**config.mk**
```make
export PLATFORM = sky130hd
export DESIGN_NAME = mem_arbiter
export DESIGN_NICKNAME = d
export VERILOG_FILES = /design/src/rtl/mem_pkg.sv /design/src/rtl/mem_arbiter.sv
export SDC_FILE = /design/constraint.sdc
export NUM_CORES = 1
export LEC_CHECK = 0
export BUFFER_PORTS_ARGS = -buffer_cell sky130_fd_sc_hd__buf_2
export CAP_MARGIN = 40
export CORE_MARGIN = 2
export CORE_UTILIZATION = 40
export DETAILED_ROUTE_END_ITERATION = 10
export GPL_TIMING_DRIVEN = 0
export PLACE_DENSITY = 0.69
export SLEW_MARGIN = 15
export SYNTH_ARGS = -nofsm -noshare
export SYNTH_HDL_FRONTEND = slang
export SYNTH_SLANG_ARGS = --single-unit
```
**constraint.sdc**
```tcl
create_clock -name clock -period 4.8 [get_ports clock]
set_input_delay 0.24 -clock clock [delete_from_list [all_inputs] [get_ports clock]]
set_output_delay 0.24 -clock clock [all_outputs]
set_load 0.02 [all_outputs]
```
**src/rtl/mem_pkg.sv**
```systemverilog
// Shared definitions for the cpu/ram memory arbiter.
// Contents:
//   arb_state_e         - arbiter state encoding (IDLE, ACCESS, DONE)
//   MEM_READ/MEM_WRITE  - values carried on the read_or_write lines
//   DEFAULT_ABORT_DATA  - read data returned when the watchdog aborts a read
package mem_pkg;

  typedef enum logic [1:0] {
    IDLE   = 2'd0,
    ACCESS = 2'd1,
    DONE   = 2'd2
  } arb_state_e;

  localparam logic MEM_READ  = 1'b1;
  localparam logic MEM_WRITE = 1'b0;

  localparam logic [31:0] DEFAULT_ABORT_DATA = 32'hDEADBEEF;

endpackage

```
**src/rtl/mem_arbiter.sv**
```systemverilog
// Two-port round-robin arbiter that shares one single-ported ram between the
// cpu instruction-fetch port (port 0) and the load/store port (port 1).
// A watchdog aborts a ram access that stalls for too long.
// Ports:
//   clock, reset         - rising-edge clock, asynchronous active-low reset
//   pX_enable            - port request, held until pX_ready is seen
//   pX_read_or_write     - 1 = read, 0 = write
//   pX_addr, pX_write_data - request fields, held with pX_enable
//   pX_read_data         - registered read data, held until the next read
//   pX_ready             - one-cycle completion pulse
//   mem_*                - ram enable/read_or_write/addr/write_data, ram
//                          read data and ram completion
//   bus_error            - sticky, set on a watchdog abort
//   grant                - port owning the current access (valid when busy)
//   busy                 - arbiter is not idle
module mem_arbiter
  import mem_pkg::*;
#(
  parameter int              AW         = 32,
  parameter int              DW         = 32,
  parameter int              TIMEOUT    = 255,
  parameter logic [DW-1:0]   ABORT_DATA = DW'(DEFAULT_ABORT_DATA)
) (
  input  logic          clock,
  input  logic          reset,
  input  logic          p0_enable,
  input  logic          p0_read_or_write,
  input  logic [AW-1:0] p0_addr,
  input  logic [DW-1:0] p0_write_data,
  output logic [DW-1:0] p0_read_data,
  output logic          p0_ready,
  input  logic          p1_enable,
  input  logic          p1_read_or_write,
  input  logic [AW-1:0] p1_addr,
  input  logic [DW-1:0] p1_write_data,
  output logic [DW-1:0] p1_read_data,
  output logic          p1_ready,
  output logic          mem_enable,
  output logic          mem_read_or_write,
  output logic [AW-1:0] mem_addr,
  output logic [DW-1:0] mem_write_data,
  input  logic [DW-1:0] mem_read_data,
  input  logic          mem_ready,
  output logic          bus_error,
  output logic          grant,
  output logic          busy
);

  // The counter only needs to reach TIMEOUT-1.
  localparam int CW = (TIMEOUT > 1) ? $clog2(TIMEOUT) : 1;
  localparam logic [CW-1:0] COUNT_LAST = CW'(TIMEOUT - 1);

  arb_state_e    state_q, state_d;
  logic          grant_q, grant_d;
  logic          last_grant_q, last_grant_d;
  logic [CW-1:0] count_q, count_d;
  logic          mem_rw_q, mem_rw_d;
  logic [AW-1:0] mem_addr_q, mem_addr_d;
  logic [DW-1:0] mem_wdata_q, mem_wdata_d;
  logic [DW-1:0] p0_rdata_q, p0_rdata_d;
  logic [DW-1:0] p1_rdata_q, p1_rdata_d;
  logic          bus_error_q, bus_error_d;
  logic          pick;
  logic          timed_out;

  // Round robin: on a tie the port that did not win last time goes next;
  // otherwise whichever port is asking wins.
  assign pick = (p0_enable && p1_enable) ? ~last_grant_q : p1_enable;

  assign timed_out = (TIMEOUT != 0) && (count_q == COUNT_LAST);

  always_comb begin
    state_d      = state_q;
    grant_d      = grant_q;
    last_grant_d = last_grant_q;
    count_d      = count_q;
    mem_rw_d     = mem_rw_q;
    mem_addr_d   = mem_addr_q;
    mem_wdata_d  = mem_wdata_q;
    p0_rdata_d   = p0_rdata_q;
    p1_rdata_d   = p1_rdata_q;
    bus_error_d  = bus_error_q;

    case (state_q)
      IDLE: begin
        if (p0_enable || p1_enable) begin
          grant_d     = pick;
          mem_rw_d    = pick ? p1_read_or_write : p0_read_or_write;
          mem_addr_d  = pick ? p1_addr : p0_addr;
          mem_wdata_d = pick ? p1_write_data : p0_write_data;
          count_d     = '0;
          state_d     = ACCESS;
        end
      end

      ACCESS: begin
        count_d = count_q + 1'b1;
        // A completion on the same edge as the timeout wins over the abort.
        if (mem_ready) begin
          if (mem_rw_q == MEM_READ) begin
            if (grant_q) p1_rdata_d = mem_read_data;
            else         p0_rdata_d = mem_read_data;
          end
          last_grant_d = grant_q;
          count_d      = '0;
          state_d      = DONE;
        end else if (timed_out) begin
          // Aborted accesses still count as a turn so contention keeps
          // alternating between the ports.
          bus_error_d = 1'b1;
          if (mem_rw_q == MEM_READ) begin
            if (grant_q) p1_rdata_d = ABORT_DATA;
            else         p0_rdata_d = ABORT_DATA;
          end
          last_grant_d = grant_q;
          count_d      = '0;
          state_d      = DONE;
        end
      end

      DONE: begin
        state_d = IDLE;
      end

      default: begin
        state_d = IDLE;
      end
    endcase
  end

  // last_grant resets to port 1 so the first tie after reset goes to port 0.
  always_ff @(posedge clock or negedge reset) begin
    if (!reset) begin
      state_q      <= IDLE;
      grant_q      <= 1'b0;
      last_grant_q <= 1'b1;
      count_q      <= '0;
      mem_rw_q     <= 1'b0;
      mem_addr_q   <= '0;
      mem_wdata_q  <= '0;
      p0_rdata_q   <= '0;
      p1_rdata_q   <= '0;
      bus_error_q  <= 1'b0;
    end else begin
      state_q      <= state_d;
      grant_q      <= grant_d;
      last_grant_q <= last_grant_d;
      count_q      <= count_d;
      mem_rw_q     <= mem_rw_d;
      mem_addr_q   <= mem_addr_d;
      mem_wdata_q  <= mem_wdata_d;
      p0_rdata_q   <= p0_rdata_d;
      p1_rdata_q   <= p1_rdata_d;
      bus_error_q  <= bus_error_d;
    end
  end

  assign mem_enable        = (state_q == ACCESS);
  assign mem_read_or_write = mem_rw_q;
  assign mem_addr          = mem_addr_q;
  assign mem_write_data    = mem_wdata_q;
  assign p0_read_data      = p0_rdata_q;
  assign p1_read_data      = p1_rdata_q;
  assign p0_ready          = (state_q == DONE) && !grant_q;
  assign p1_ready          = (state_q == DONE) && grant_q;
  assign bus_error         = bus_error_q;
  assign grant             = grant_q;
  assign busy              = (state_q != IDLE);

endmodule

```
Word-level counts from Yosys, hierarchy flattened
Index checks and enable logic that the tools add are counted.
{"block": "totals", "register_bits": 142, "in_bits": 167, "out_inout_bits": 135, "wordCells": 61}
{"block": "classes", "add_sub_neg": 1, "eq_ne": 5, "n_mux": 26, "bitwise": 3, "n_reduce_logical": 16}
{"op": "$mux 32", "count": 14}
{"op": "$mux 8", "count": 3}
{"op": "$pmux 8 s2", "count": 1}
{"op": "$add 8x1->8 const B", "count": 1}
{"op": "$eq 8x8->1 const B", "count": 1}
{"op": "$reduce_and 2->1", "count": 4}
{"op": "$reduce_and 4->1", "count": 2}
{"op": "$mux 2", "count": 3}
{"op": "$reduce_bool 2->1", "count": 3}
{"op": "$mux 1", "count": 4}
{"op": "$pmux 2 s2", "count": 1}
{"op": "$logic_and 1x1->1", "count": 3}
{"op": "$ne 3x1->1 const B", "count": 1}
{"op": "$not 1->1", "count": 3}
{"op": "$reduce_and 3->1", "count": 1}
{"op": "$eq 2x1->1 const B", "count": 1}
{"op": "$eq 2x2->1 const B", "count": 1}
{"op": "$logic_not 2->1", "count": 1}
{"op": "$ne 2x2->1 const B", "count": 1}
{"op": "$logic_not 1->1", "count": 1}
{"op": "$logic_or 1x1->1", "count": 1}

Logic depth before layout (Yosys ltp)
{"block": "logic_depth", "ltp_word": 4, "ltp_mapped": 7}

Least setup slack after synthesis
No wires, ideal clock.
{"block": "synth_path", "kind": "reg-to-reg", "from": "register count_q[0]", "to": "register p1_rdata_q[10], in the netlist p1_read_data[10]", "setup_time_ns": 0.073, "arrival_time_ns": 1.490, "required_ns": 4.727, "setup_slack_ns": 3.236, "stages_incl_launch_ff": 8, "path_buffers": 1, "cell_sequence": "dfrtp_1 -> inv_1 -> ha_1 -> nand4_1 -> o21a_2 -> nor3_4 -> buf_6 -> a2bb2oi_2"}
{"block": "synth_between", "elab_chain_cells": 3}
{"element": "start: declaration", "line_no": "mem_arbiter.sv:56", "source": "logic [CW-1:0] count_q, count_d;"}
{"element": "start signal: assignment", "line_no": "mem_arbiter.sv:148", "source": "count_q <= count_d;"}
{"element": "$eq 8x8->1", "line_no": "mem_arbiter.sv:70", "source": "assign timed_out = (TIMEOUT != 0) && (count_q == COUNT_LAST);"}
{"element": "$reduce_bool 2->1 (no line)"}
{"element": "$reduce_and 4->1 (no line)"}
{"element": "end signal: assignment", "line_no": "mem_arbiter.sv:153", "source": "p1_rdata_q <= p1_rdata_d;"}
{"element": "end: declaration", "line_no": "mem_arbiter.sv:61", "source": "logic [DW-1:0] p1_rdata_q, p1_rdata_d;"}
No other way between the ends.
A chain may end at the register's enable or synchronous reset.

Worst setup path in the final report
{"block": "layout_path", "from": "register state_q[0]", "to": "register mem_wdata_q[11], in the netlist mem_write_data[11]"}
{"block": "layout_between", "elab_chain_cells": 2}
{"element": "start: declaration", "line_no": "mem_arbiter.sv:53", "source": "arb_state_e state_q, state_d;"}
{"element": "start signal: assignment", "line_no": "mem_arbiter.sv:145", "source": "state_q <= state_d;"}
{"element": "$logic_not 2->1", "line_no": "mem_arbiter.sv:84", "source": "case (state_q)"}
{"element": "$reduce_and 2->1 (no line)"}
{"element": "end signal: assignment", "line_no": "mem_arbiter.sv:151", "source": "mem_wdata_q <= mem_wdata_d;"}
{"element": "end: declaration", "line_no": "mem_arbiter.sv:59", "source": "logic [DW-1:0] mem_wdata_q, mem_wdata_d;"}
No other way between the ends.

==> impl_metrics.ini <==
[min_path]
min_from = mem_read_data[18]
hold_class = input pin to flip-flop
hold_path_end = p1_read_data[18]
min_delay_path_depth = 3

[route]
post-route-drc-count = 0
wire_per_inst_um = 17.18
vias_per_cell = 5.019
dr.pass1.iters = 4
vias = 5250
ant_nets = 0
wl_um = 17970
drt_iter0_markers = 271

[synth]
post_synth_num_cell_types = 34
async_reset_ff_share_pct = 100.0
synth-edff-count = 0
synth_top_area_share_pct = 57.14
synth_commonest_cells = 141 x dfrtp_1, 69 x o21ai_0, 68 x nand2_1
synth-main-ff-cell = dfrtp_1
synthesis.area_um2 = 6175
avgSynthCellArea_um2 = 11.81
yosysWarningCount = 0
yosys-top-cells-area = dfrtp_1 57%, mux2i_1 11%, o21ai_0 5.6%
synth_seq_cells = 142
synth_seq_area_share_pct = 57.57
syn-num-nets = 692
synth_most_common_cell = dfrtp_1
syn_inst = 523
synth.largest_area_cell = dfrtp_1

[setup_path]
critical_path_depth = 6
crit_chain = nor2_1 > o21ai_1 > buf_2 > buf_2 > nand2_1 > o21ai_0
worst-r2r-setup-slack_ns = 2.95
cp_num_buf_inv = 2
crit_top_cell = buf_2
cp-start-kind = flip-flop
crit_arrival_ns = 2.16
crit_type = flip-flop to flip-flop
path_max_fanout = 10
rr_startpoint = state_q[0]
critPathCaptureType = flip-flop
rr_worst_depth = 6
rr_endpoint = mem_write_data[11]
cpMaxStageDelayCell = dfrtp_1
cp_top_family = buffers and inverters
crit_required_ns = 5.11
slowest_delay_ns = 0.47

[layout]
nFillCells = 1406
utilization_pct = 56.84
final_nets = 1015
drive_above_1_share_pct = 45.27
syn_to_final_growth_pct = 39.43

[timing]
period_needed_ns = 1.852
relSlewSlack_pct = 59.39
layout_setup_ws_ns = 2.948
rsz0062_at_grt = false
worst_pin_slew_ns = 0.6052
timing.final.crit_share_pct = 38.58
hold_violations = 0
max_freq_mhz = 539.9
maxSlewViolCount = 0
clock_skew_ns = 0.01071
setup_viol = 0
tns_ns = 0
worst_hold_slack_ns = 0.08818

[floorplan]
chipWidth_um = 128.2
ios = 302
rows = 45
start_util_pct = 40.77
core-area_um2 = 15150
chipHeight_um = 128.2
dieArea_um2 = 16450

[clock_network]
cts_buffer_depth = 2
clock-sinks = 142
root_buffer = clkbuf_16
clk-insertion-delay-late_ns = 0.41
cts.repair.resized = 0
cts_tree = done
cts.clk_slew.worst_paths_ns = 0.06
cts_htree_levels = 4
cts_buffers = 17

[global_route]
grt_pass1_wl_um = 27970
track_usage_pct = 22.14
antenna_found_initial = 2
grt_max_degree = 81
grt_pass1_vias = 5316
grt_overflow = 0

[placed_design]
port_buffers = 301
gp_congestion = 0.8144
place_hpwl_um = 13760
pre_cts_ws_ns = 2.873

[job]
drv_cap = 0

[run_status]
status = completed

[pwr]
p_leak_nw = 4.307
ir_drop_v = 0.0003069
power_density_nw_per_um2 = 695.3
power_w = 0.005987
-- report_power, final --
group	switching (W)	internal, W
combinational	0.00155	0.000940
sequential	0.000336	0.00175
clock	0.000493	0.000922
-- worst register-to-register path: stages (launching register included) --
cell and delay [ns]:
dfrtp_1 0.47, nor2_1 0.11, o21ai_1 0.34, buf_2 0.37, buf_2 0.30, nand2_1 0.08
o21ai_0 0.09
-- area by class of cell --
| class | instances | area [um^2] | area share, % |
|---|---|---|---|
| antenna | 1 | 2.502 | 0.02907 |
| buffer | 36 | 203.9 | 2.369 |
| clock buffer | 21 | 480.5 | 5.581 |
| clock inverter | 9 | 157.7 | 1.831 |
| inverter | 6 | 22.52 | 0.2616 |
| multi-input combinational | 339 | 2394 | 27.80 |
| sequential | 142 | 3555 | 41.29 |
| tap | 188 | 235.2 | 2.732 |
| timing repair buffer | 304 | 1559 | 18.11 |
-- cell families (layout without fill, tap and decap cells) --
kind of cell / count (synthesis) / in the layout / share of synthesized area [%]
AOI/OAI and AO/OA: 141 / 141 / 17.83
xor gates and xnor gates: 6 / 6 / 0.8511
adders and majority gates: 2 / 2 / 0.4052
buffers and inverters: 42 / 376 / 3.668
DFF: 142 / 142 / 57.57
muxes: 66 / 66 / 10.72
other: 0 / 1 / 0
and+or+nand+nor: 124 / 124 / 8.956
-- cells in the final DEF, fill, tap and decap left out, types with 2 or more instances in the layout --
cell type and count:
xnor2_1 6, bufinv_16 4, clkinvlp_4 2, clkbuf_8 4, nor2_2 2, clkbuf_16 17, o21ai_1 5, nand2_1 68
nand4b_1 2, inv_1 4, nor2_1 36, nor3_4 2, ha_1 2, mux2i_1 65, a2bb2oi_2 20, buf_6 4
o21ai_0 69, a32o_1 16, clkbuf_1 11, nor4_1 2, buf_4 5, dfrtp_1 141, nand4_1 2, nor3_1 3
buf_2 317, a2bb2oi_1 28, nor3b_1 3
-- registers in the layout, summed over array words and instances, names as in the netlist --
signal and flops:
mem_write_data 32, last_grant_q 1, bus_error 1, count_q 8, p1_read_data 32, grant 1
mem_addr 32, p0_read_data 32, mem_read_or_write 1, state_q 2
-- per-stage QoR --
| step | instance area [um^2] | std cells |
|---|---|---|
| floorplan | 6175 | 523 |
| global placement | 7916 | 1012 |
| detailed placement | 7954 | 1013 |
| CTS | 8602 | 1044 |
| global route | 8610 | 1046 |
| finish | 8610 | 1046 |
-- metal layers --
| metal | GRT usage [%] | wire length (um) | part of all wire, % |
|---|---|---|---|
| met5 | 0 | 7 | 0.039 |
| met4 | 7.175 | 151 | 0.84 |
| met3 | 7.137 | 1466 | 8.2 |
| met1 | 26.25 | 7302 | 41 |
| met2 | 38.11 | 9043 | 50 |
-- repair_timing --
| item | in CTS | in global routing |
|---|---|---|
| endpoints found under the hold margin | 61 | 0 |
| buffers inserted | 0 | 0 |
| hold buffers | 1 | 0 |
-- how the worst max path moves through the flow --
| stage | startpoint | to | slack (ns) |
|---|---|---|---|
| floorplan | count_q[0] | p1_read_data[10] | 3.24 |
| global placement | reset | mem_addr[17] | 1.42 |
| detailed placement | state_q[0] | mem_write_data[11] | 2.87 |
| CTS | state_q[0] | mem_write_data[11] | 2.87 |
| global route | state_q[0] | mem_write_data[11] | 2.72 |
| finish | state_q[0] | mem_write_data[11] | 2.95 |
No activity file was read; power rests on OpenSTA's default activity.
